`config.mk`:
```
export PLATFORM = sky130hd
export DESIGN_NAME = seg7_scan_capture
export DESIGN_NICKNAME = d
export VERILOG_FILES = /design/src/rtl/seg7_scan_capture.sv
export SDC_FILE = /design/constraint.sdc
export NUM_CORES = 1
export LEC_CHECK = 0
export CORE_UTILIZATION = 63
export CTS_BUF_LIST = sky130_fd_sc_hd__clkbuf_4
export DETAILED_ROUTE_END_ITERATION = 8
export PLACE_DENSITY = 0.95
export SETUP_SLACK_MARGIN = 0.4
export SLEW_MARGIN = 10
export SYNTH_ARGS = -nofsm -noshare
export SYNTH_HDL_FRONTEND = slang
export SYNTH_SLANG_ARGS = --single-unit
```
`constraint.sdc`:
```
create_clock -name i_clk -period 4.3 [get_ports i_clk]
set_input_delay 0.645 -clock i_clk [delete_from_list [all_inputs] [get_ports i_clk]]
set_output_delay 0.645 -clock i_clk [all_outputs]
set_load 0.03 [all_outputs]
```
`src/rtl/seg7_scan_capture.sv`:
```
// Receive side of the 4-digit 7-segment display link. Watches the multiplexed
// segment bus and one-hot digit enables, accepts a digit once its pattern has
// been stable for STABLE_CYC samples, and publishes all four recovered codes
// together once every digit has been seen.
module seg7_scan_capture #(
  parameter int STABLE_CYC = 4,
  parameter int CNT_W      = 8
) (
  input  logic       i_clk,
  input  logic       i_rst,
  input  logic [6:0] i_seg,
  input  logic [3:0] i_dig_en,
  input  logic       i_err_clr,
  output logic [3:0] o_x0,
  output logic [3:0] o_x1,
  output logic [3:0] o_x2,
  output logic [3:0] o_x3,
  output logic       o_frame_valid,
  output logic       o_err
);

  typedef enum logic [1:0] {
    S_WAIT,
    S_SETTLE,
    S_HOLD
  } state_t;

  localparam logic [CNT_W-1:0] STABLE_C = CNT_W'(STABLE_CYC);
  localparam logic [CNT_W-1:0] ONE_C    = CNT_W'(1);

  state_t           r_state;
  state_t           w_stateNext;
  logic [CNT_W-1:0] r_cnt;
  logic [CNT_W-1:0] w_cntNext;
  logic [3:0]       r_prevDig;
  logic [6:0]       r_prevSeg;
  logic [3:0]       r_seen;
  logic [3:0]       r_shadow [4];
  logic [3:0]       r_x [4];
  logic             r_frameValid;
  logic             r_err;

  logic             w_oneHot;
  logic             w_same;
  logic [1:0]       w_idx;
  logic [3:0]       w_code;
  logic             w_bad;
  logic             w_capture;
  logic [3:0]       w_seenNext;
  logic [3:0]       w_merged [4];

  // Classify the current sample: one-hot check, repeat detection, digit index and segment decode
  always_comb begin
    w_oneHot = (i_dig_en != 4'd0) && ((i_dig_en & (i_dig_en - 4'd1)) == 4'd0);
    w_same   = w_oneHot && (i_dig_en == r_prevDig) && (i_seg == r_prevSeg);
    w_idx    = 2'd0;
    case (i_dig_en)
      4'b0010: w_idx = 2'd1;
      4'b0100: w_idx = 2'd2;
      4'b1000: w_idx = 2'd3;
      default: w_idx = 2'd0;
    endcase
    w_bad  = 1'b0;
    w_code = 4'hE;
    case (i_seg)
      7'b1111110: w_code = 4'd0;
      7'b0110000: w_code = 4'd1;
      7'b1101101: w_code = 4'd2;
      7'b1111001: w_code = 4'd3;
      7'b0110011: w_code = 4'd4;
      7'b1011011: w_code = 4'd5;
      7'b1011111: w_code = 4'd6;
      7'b1110000: w_code = 4'd7;
      7'b1111111: w_code = 4'd8;
      7'b1111011: w_code = 4'd9;
      7'b0000001: w_code = 4'hF;
      7'b0000000: w_code = 4'hD;
      default: begin
        w_code = 4'hE;
        w_bad  = 1'b1;
      end
    endcase
  end

  // Stability FSM: a new one-hot sample restarts the count, a repeat advances it, capture fires once per run
  always_comb begin
    w_stateNext = r_state;
    w_cntNext   = r_cnt;
    w_capture   = 1'b0;
    if (!w_oneHot) begin
      w_stateNext = S_WAIT;
      w_cntNext   = '0;
    end else if ((r_state == S_WAIT) || !w_same) begin
      w_cntNext = ONE_C;
      if (STABLE_CYC == 1) begin
        w_capture   = 1'b1;
        w_stateNext = S_HOLD;
      end else begin
        w_stateNext = S_SETTLE;
      end
    end else if (r_state == S_SETTLE) begin
      if (r_cnt >= STABLE_C - ONE_C) begin
        w_cntNext   = STABLE_C;
        w_capture   = 1'b1;
        w_stateNext = S_HOLD;
      end else begin
        w_cntNext = r_cnt + ONE_C;
      end
    end
  end

  // Frame assembly view: the seen mask after this capture and the shadows with this digit merged in
  always_comb begin
    w_seenNext = r_seen | (4'd1 << w_idx);
    for (int i = 0; i < 4; i++) begin
      w_merged[i] = (w_idx == 2'(i)) ? w_code : r_shadow[i];
    end
  end

  // State and stability counter registers
  always_ff @(posedge i_clk) begin
    if (i_rst) begin
      r_state <= S_WAIT;
      r_cnt   <= '0;
    end else begin
      r_state <= w_stateNext;
      r_cnt   <= w_cntNext;
    end
  end

  // Previous sample, shadow capture, frame publish and sticky error flag
  always_ff @(posedge i_clk) begin
    if (i_rst) begin
      r_prevDig    <= 4'd0;
      r_prevSeg    <= 7'd0;
      r_seen       <= 4'd0;
      r_frameValid <= 1'b0;
      r_err        <= 1'b0;
      for (int i = 0; i < 4; i++) begin
        r_shadow[i] <= 4'hF;
        r_x[i]      <= 4'hF;
      end
    end else begin
      r_prevDig    <= i_dig_en;
      r_prevSeg    <= i_seg;
      r_frameValid <= 1'b0;
      if (w_capture) begin
        r_shadow[w_idx] <= w_code;
        if (w_seenNext == 4'hF) begin
          for (int i = 0; i < 4; i++) begin
            r_x[i] <= w_merged[i];
          end
          r_seen       <= 4'd0;
          r_frameValid <= 1'b1;
        end else begin
          r_seen <= w_seenNext;
        end
      end
      if (w_capture && w_bad) begin
        r_err <= 1'b1;
      end else if (i_err_clr) begin
        r_err <= 1'b0;
      end
    end
  end

  assign o_x0          = r_x[0];
  assign o_x1          = r_x[1];
  assign o_x2          = r_x[2];
  assign o_x3          = r_x[3];
  assign o_frame_valid = r_frameValid;
  assign o_err         = r_err;

endmodule

```
==> flow_summary.json, run 1 <==
{
  "status": "completed",
  "drtIter0Drc": 178,
  "ys_ff_latch": 59,
  "startpoint_type": "input port",
  "end_kind": "register",
  "total_power_mw": 1.191,
  "netlist_area_sq_um": 2915,
  "firstDrtPassIters": 5,
  "synthArstFlopShare_pct": 0,
  "grt_max_degree": 23,
  "wirelength_um": 5895,
  "total_leakage_power_nw": 1.134,
  "fin_skew_ns": 0.01809,
  "vdd_drop_max_mv": 0.2380,
  "power_density_nw_per_um2": 353.4,
  "syn_inst": 280,
  "cts.sinks": 59,
  "nNetsFinal": 320,
  "die_area_sq_um": 4904,
  "maxSlewHeadroom_pct": 45.49,
  "cts_setup_buffers": 0,
  "cts_tree": "built",
  "postCtsResizedCells": 0,
  "initial_utilization_pct": 66.04,
  "rsz0062_at_grt": "no",
  "ys_warn_count": 0,
  "die_h_um": 70.03,
  "ys_types": 54,
  "tightest_slew_ns": 0.8176,
  "hp-class": "reg -> reg",
  "avgSynthCellArea_sq_um": 10.41,
  "antenna_found_initial": 0,
  "stdcell_area_sq_um": 3369,
  "drc": 0,
  "syn-num-nets": 295,
  "grt_overflow": 0,
  "setup_tns_ns": 0,
  "setup_viol": 0,
  "grt_pass1_vias": 2108,
  "grt_usage_pct": 26.10,
  "grt_pass1_wl_um": 9673,
  "final_max_slew_viol_count": 0,
  "cp_cell_sequence": "clkdlybuf4s50_1 -> nor4b_4 -> a211oi_2 -> or4_4 -> nor2_1 -> nand3_1",
  "final-hold-violation-count": 0,
  "worstSetupPathType": "in -> reg",
  "synth_edf_count": 32,
  "ctsHoldBuffers": 0,
  "cap_violations": 0,
  "min_period_ns": 3.244,
  "dp_hpwl_um": 4052,
  "max_freq_mhz": 308.3,
  "core_area_sq_um": 4414,
  "synth_ff_type": "edfxtp_1",
  "slowest_stage": "clkdlybuf4s50_1",
  "detail_route.vias_per_cell": 6.191,
  "port_buffers": 31,
  "htree_levels": 3,
  "cts_buffers": 9,
  "path_buf_inv": 1,
  "cts-root-buf": "clkbuf_4",
  "drive_gt1_share_pct": 13.23,
  "cts.path.max_buffers": 2,
  "place_area_sq_um": 3211,
  "clk_pin_slew_worst_paths_ns": 0.10,
  "globalplace.congestion": 0.8971,
  "clock_latency_ns": 0.41,
  "fin_crit_sh_pct": 75.43,
  "ant_nets": 0,
  "area_growth_pct": 15.58,
  "wl_per_cell_um": 16.28,
  "crit_arrival_ns": 3.37,
  "rows": 24,
  "top_level_ports": 32,
  "cp_max_fo": 12,
  "crit_family": "simple AND/OR/NAND/NOR gates",
  "critPathMaxStageDelay_ns": 0.70,
  "crit_required_ns": 4.43,
  "dr_total_vias": 2241,
  "diodes": 0,
  "die_w_um": 70.03,
  "yosysSeqAreaShare_pct": 51.50
}
## power by group
group / switching [mW] / internal, mW
Combinational: 0.0747 / 0.0504
Sequential: 0.00652 / 0.610
Clock: 0.215 / 0.235
## path summary, 6_finish.rpt
path	from	end	slack (ns)	depth (start not counted)
worst max-delay path	i_dig_en[1]	r_shadow[0][2]	1.06	6
worst min-delay path	o_err	o_err	0.47	2
worst max register to register	r_cnt[0]	r_x[0][2]	1.20	6
worst min register to register	o_err	o_err	0.47	2
## registers in the layout, indices dropped and copies added, names as in the netlist
register,flops
r_shadow,16
r_x,16
r_cnt,8
r_prevSeg,7
r_prevDig,4
r_seen,4
r_state,2
o_err,1
o_frame_valid,1
## cells in the mapped netlist (all sizes together), types with 7 or more instances
master / number / share of area [%]
nor2b: 12 / 2.6
clkbuf: 15 / 1.9
nand2: 23 / 3.0
o21ai: 11 / 2.5
xnor2: 12 / 3.6
edfxtp: 32 / 33
xor2: 8 / 2.4
o211ai: 7 / 1.8
nand3: 18 / 3.6
nor2: 24 / 3.1
a21oi: 7 / 1.2
nor3: 8 / 1.4
nand4: 7 / 1.5
dfxtp: 27 / 19
## kinds of logic (layout without fill, tap and decap cells)
kind of cell | Yosys count | count (layout) | synth area share [%]
fa+ha+maj | 1 | 1 | 0.4291
buf+inv | 26 | 56 | 4.420
xor+xnor | 20 | 20 | 6.009
mux | 1 | 1 | 0.3434
simple gates | 124 | 124 | 24.85
compound gates | 49 | 49 | 12.45
flops | 59 | 59 | 51.50
## per-layer routing
metal | vias up | share of wire, % | GRT usage [%]
met5 | - | 0 | 0
met4 | 0 | 2.3 | 12.00
met3 | 19 | 7.0 | 7.504
met2 | 107 | 49 | 43.48
met1 | 1043 | 42 | 31.20
li1 | 1072 | - | -
## cell usage in the layout (no fill, tap or decap), drive strengths merged, types with 2 or more instances in the layout
cell type / synthesis / final
edfxtp: 32 / 32
clkdlybuf4s50: 0 / 31
dfxtp: 27 / 27
nor2: 24 / 24
nand2: 23 / 23
nand3: 18 / 18
nor2b: 12 / 12
xnor2: 12 / 12
o21ai: 11 / 11
clkbuf: 15 / 9
xor2: 8 / 8
nor3: 8 / 8
nand4: 7 / 7
a21oi: 7 / 7
o211ai: 7 / 7
o21a: 6 / 6
a211oi: 6 / 6
inv: 5 / 6
nor4b: 5 / 5
or2: 4 / 4
buf: 6 / 4
nand3b: 3 / 3
a31oi: 3 / 3
clkinv: 0 / 3
nor3b: 3 / 3
or3: 2 / 2
or4b: 2 / 2
nand4b: 2 / 2
nand2b: 2 / 2
and4b: 2 / 2
bufinv: 0 / 2
or4: 2 / 2
## stage by stage
step | worst slack, ns | hold WS, ns | cells | util (%)
after global routing | 0.8957 | 0.4990 | 362 | 76.33
after CTS | 1.088 | 0.4723 | 362 | 76.33
after detailed placement | 0.6652 | 0.4555 | 346 | 72.73
final | 1.056 | 0.4704 | 362 | 76.33
after floorplan | 1.563 | 0.4344 | 280 | -
after global placement | 0.8182 | 0.4474 | 346 | 72.73
## final cells by class
type                    count  area [sq um]
clock buffers               9         67.56
flip-flops and latches     59          1501
clock inverters             7         91.34
fillers                   290          1045
multi-input cells         195          1285
inverters                   5         18.77
repair buffers             35         340.3
well taps                  52         65.06
## worst reg2reg max path: stages (launching register included)
cell and delay, ns:
dfxtp_1 0.37, ha_1 0.25, or4_1 0.45, o41ai_2 0.61
nor3_1 0.14, a31oi_1 0.49, inv_1 0.44
No activity file was read; power rests on OpenSTA's default activity.
==> inputs of run 2 (changes only) <==
--- a/config.mk
+++ b/config.mk
@@ -5,10 +5,10 @@
 export SDC_FILE = /design/constraint.sdc
 export NUM_CORES = 1
 export LEC_CHECK = 0
-export CORE_UTILIZATION = 63
+export CORE_UTILIZATION = 58
 export CTS_BUF_LIST = sky130_fd_sc_hd__clkbuf_4
 export DETAILED_ROUTE_END_ITERATION = 8
-export PLACE_DENSITY = 0.95
+export PLACE_DENSITY = 0.93
 export SETUP_SLACK_MARGIN = 0.4
 export SLEW_MARGIN = 10
 export SYNTH_ARGS = -nofsm -noshare
==> constraint.sdc (replaced) <==
create_clock -name i_clk -period 3.35 [get_ports i_clk]
set_input_delay 0.5025 -clock i_clk [delete_from_list [all_inputs] [get_ports i_clk]]
set_output_delay 0.5025 -clock i_clk [all_outputs]
set_load 0.03 [all_outputs]
==> run 2 against run 1 <==
Against the previous run:
- power up 21%
- non-clock buffer count increased by 11
- sequential share of layout area decreased by 0.89 points
- critical endpoint is now r_shadow[0][3]
- sequential power increased by 28%
- largest cell class unchanged
- combinational power is 34% higher
- flip-flop and latch count did not move
- register-to-register slack lost 0.39 ns
- design area increased by 2.0%
- clock power increased by 6.0%
- count of clock-buffer cells in the layout unchanged
- worst hold slack improved by 0.010 ns
==> flow_summary.json, run 2 (same netlist as run 1, synthesis figures left out) <==
{
  "status": "completed",
  "layout_commonest_cell": "edfxtp_1",
  "final_cell_mix": "32 x edfxtp_1, 31 x clkdlybuf4s50_1, 27 x dfxtp_1",
  "power_density_nw_per_um2": 417.5,
  "end_kind": "register",
  "ctsHoldBuffers": 0,
  "reg_top3": "r_shadow: 16 flops, r_x: 16 flops, r_cnt: 8 flops",
  "fin_skew_ns": 0.01425,
  "port_buffers": 31,
  "rsz0062_at_grt": "no",
  "fin_crit_sh_pct": 84.45,
  "drtIter0Drc": 137,
  "maxSlewHeadroom_pct": 41.74,
  "holdCritStartpoint": "r_seen[0]",
  "vdd_drop_max_mv": 0.1969,
  "crit_required_ns": 3.48,
  "setup_viol": 0,
  "firstDrtPassIters": 4,
  "cp_cell_sequence": "clkdlybuf4s50_1 -> xor2_1 -> a211oi_2 -> or4_4 -> nor3_1 -> nand2_1",
  "cts.path.max_buffers": 2,
  "nNetsFinal": 331,
  "dr_total_vias": 2281,
  "crit_arrival_ns": 2.96,
  "place_area_sq_um": 3312,
  "initial_utilization_pct": 60.92,
  "total_power_mw": 1.435,
  "cp_max_fo": 11,
  "r2r-end": "r_x[0][3]",
  "wl_per_cell_um": 14.97,
  "cts.sinks": 59,
  "hp-class": "reg -> reg",
  "cts_setup_buffers": 0,
  "final-hold-violation-count": 0,
  "slowest_stage": "clkdlybuf4s50_1",
  "max_freq_mhz": 353.5,
  "drive_gt1_share_pct": 15.26,
  "area_growth_pct": 17.94,
  "setup_tns_ns": 0,
  "top_level_ports": 32,
  "path_depth": 6,
  "grt_pass1_vias": 2050,
  "grt_pass1_wl_um": 9453,
  "antenna_found_initial": 0,
  "core_area_sq_um": 4786,
  "clock_latency_ns": 0.42,
  "total_switching_power_mw": 0.3652,
  "final_max_slew_viol_count": 0,
  "wirelength_um": 5810,
  "r2r_slack_ns": 0.81,
  "combPwrFrac_pct": 11.7,
  "postCtsResizedCells": 0,
  "crit_family": "simple AND/OR/NAND/NOR gates",
  "die_area_sq_um": 5314,
  "p_seq_share_pct": 55.1,
  "setup.worst_path.end": "r_shadow[0][3]",
  "ant_nets": 0,
  "die_w_um": 72.90,
  "htree_levels": 3,
  "cap_violations": 0,
  "cts_tree": "built",
  "tightest_slew_ns": 0.8738,
  "clk_pin_slew_worst_paths_ns": 0.10,
  "startpoint": "i_dig_en[2]",
  "reg2reg_depth": 8,
  "grt_usage_pct": 24.44,
  "detail_route.vias_per_cell": 5.879,
  "die_h_um": 72.90,
  "globalplace.congestion": 0.8955,
  "startpoint_type": "input port",
  "dp_hpwl_um": 4203,
  "intPower_mw": 1.070,
  "swShare_pct": 25.44,
  "path_buf_inv": 1,
  "r2r_start": "r_cnt[0]",
  "min_period_ns": 2.829,
  "grt_max_degree": 18,
  "total_leakage_power_nw": 1.171,
  "worstSetupPathType": "in -> reg",
  "drc": 0,
  "grt_overflow": 0,
  "stdcell_area_sq_um": 3438,
  "critPathMaxStageDelay_ns": 0.74,
  "cts_buffers": 9,
  "rows": 25,
  "p_clk_share_pct": 33.2,
  "diodes": 0,
  "cts-root-buf": "clkbuf_4"
}
## run 2: cell count changes in the layout (fill, tap and decap cells not counted)
| cell | delta |
|---|---|
| buf_4 | +11 |
| bufinv_16 | -1 |
| clkinv_1 | +3 |
| clkinv_2 | -1 |
| inv_6 | -1 |
## run 2: per-stage QoR
stage	setup slack [ns]	std cells	util [%]	hold WS, ns
after detailed placement	0.1665	372	69.20	0.4554
after floorplan	0.7555	280	-	0.4344
after global routing	0.4031	388	71.84	0.5021
after CTS	0.6147	388	71.84	0.4824
after global placement	0.2811	372	69.20	0.4489
final	0.5209	388	71.84	0.4808
## run 2: final cells by class
cell class	count	area (sq um)
Clock inverter	7	58.81
Sequential cell	59	1501
Timing Repair Buffer	46	422.9
Fill cell	344	1348
Multi-Input combinational cell	195	1285
Tap cell	67	83.83
Inverter	5	18.77
Clock buffer	9	67.56
## run 2: worst min path at each step
stage                      to  slack [ns]  cells past startpoint
floorplan           r_seen[1]        0.43                      1
global placement    r_seen[0]        0.45                      1
detailed placement  r_seen[1]        0.46                      1
CTS                 r_seen[0]        0.48                      1
global route        r_seen[2]        0.50                      1
finish              r_seen[0]        0.48                      1
## run 2: power by group through the flow
stage | sequential (mW) | clock, mW | combinational (mW)
2_1_floorplan | 0.828 | 0 | 0.0854
3_3_place_gp | 0.806 | 0 | 0.162
3_5_place_dp | 0.808 | 0 | 0.167
4_1_cts | 0.791 | 0.479 | 0.167
5_1_grt | 0.793 | 0.511 | 0.182
6_report | 0.791 | 0.477 | 0.168
## run 2: worst reg2reg max path, cell delays in order (launching register included)
cell and delay (ns):
dfxtp_1 0.37, ha_1 0.24, or4_1 0.45, o41ai_2 0.21, buf_4 0.19, nor3_1 0.07
a31oi_1 0.43, inv_1 0.11, buf_4 0.22
## run 2: metal layers
layer,GRT usage [%],share of wire (%),routed length [um],up-vias
li1,-,-,-,1097
met1,28.21,40,2326,1068
met3,7.320,6.2,360,27
met5,0,0,0,-
met2,39.36,50,2886,89
met4,16.34,4.1,236,0
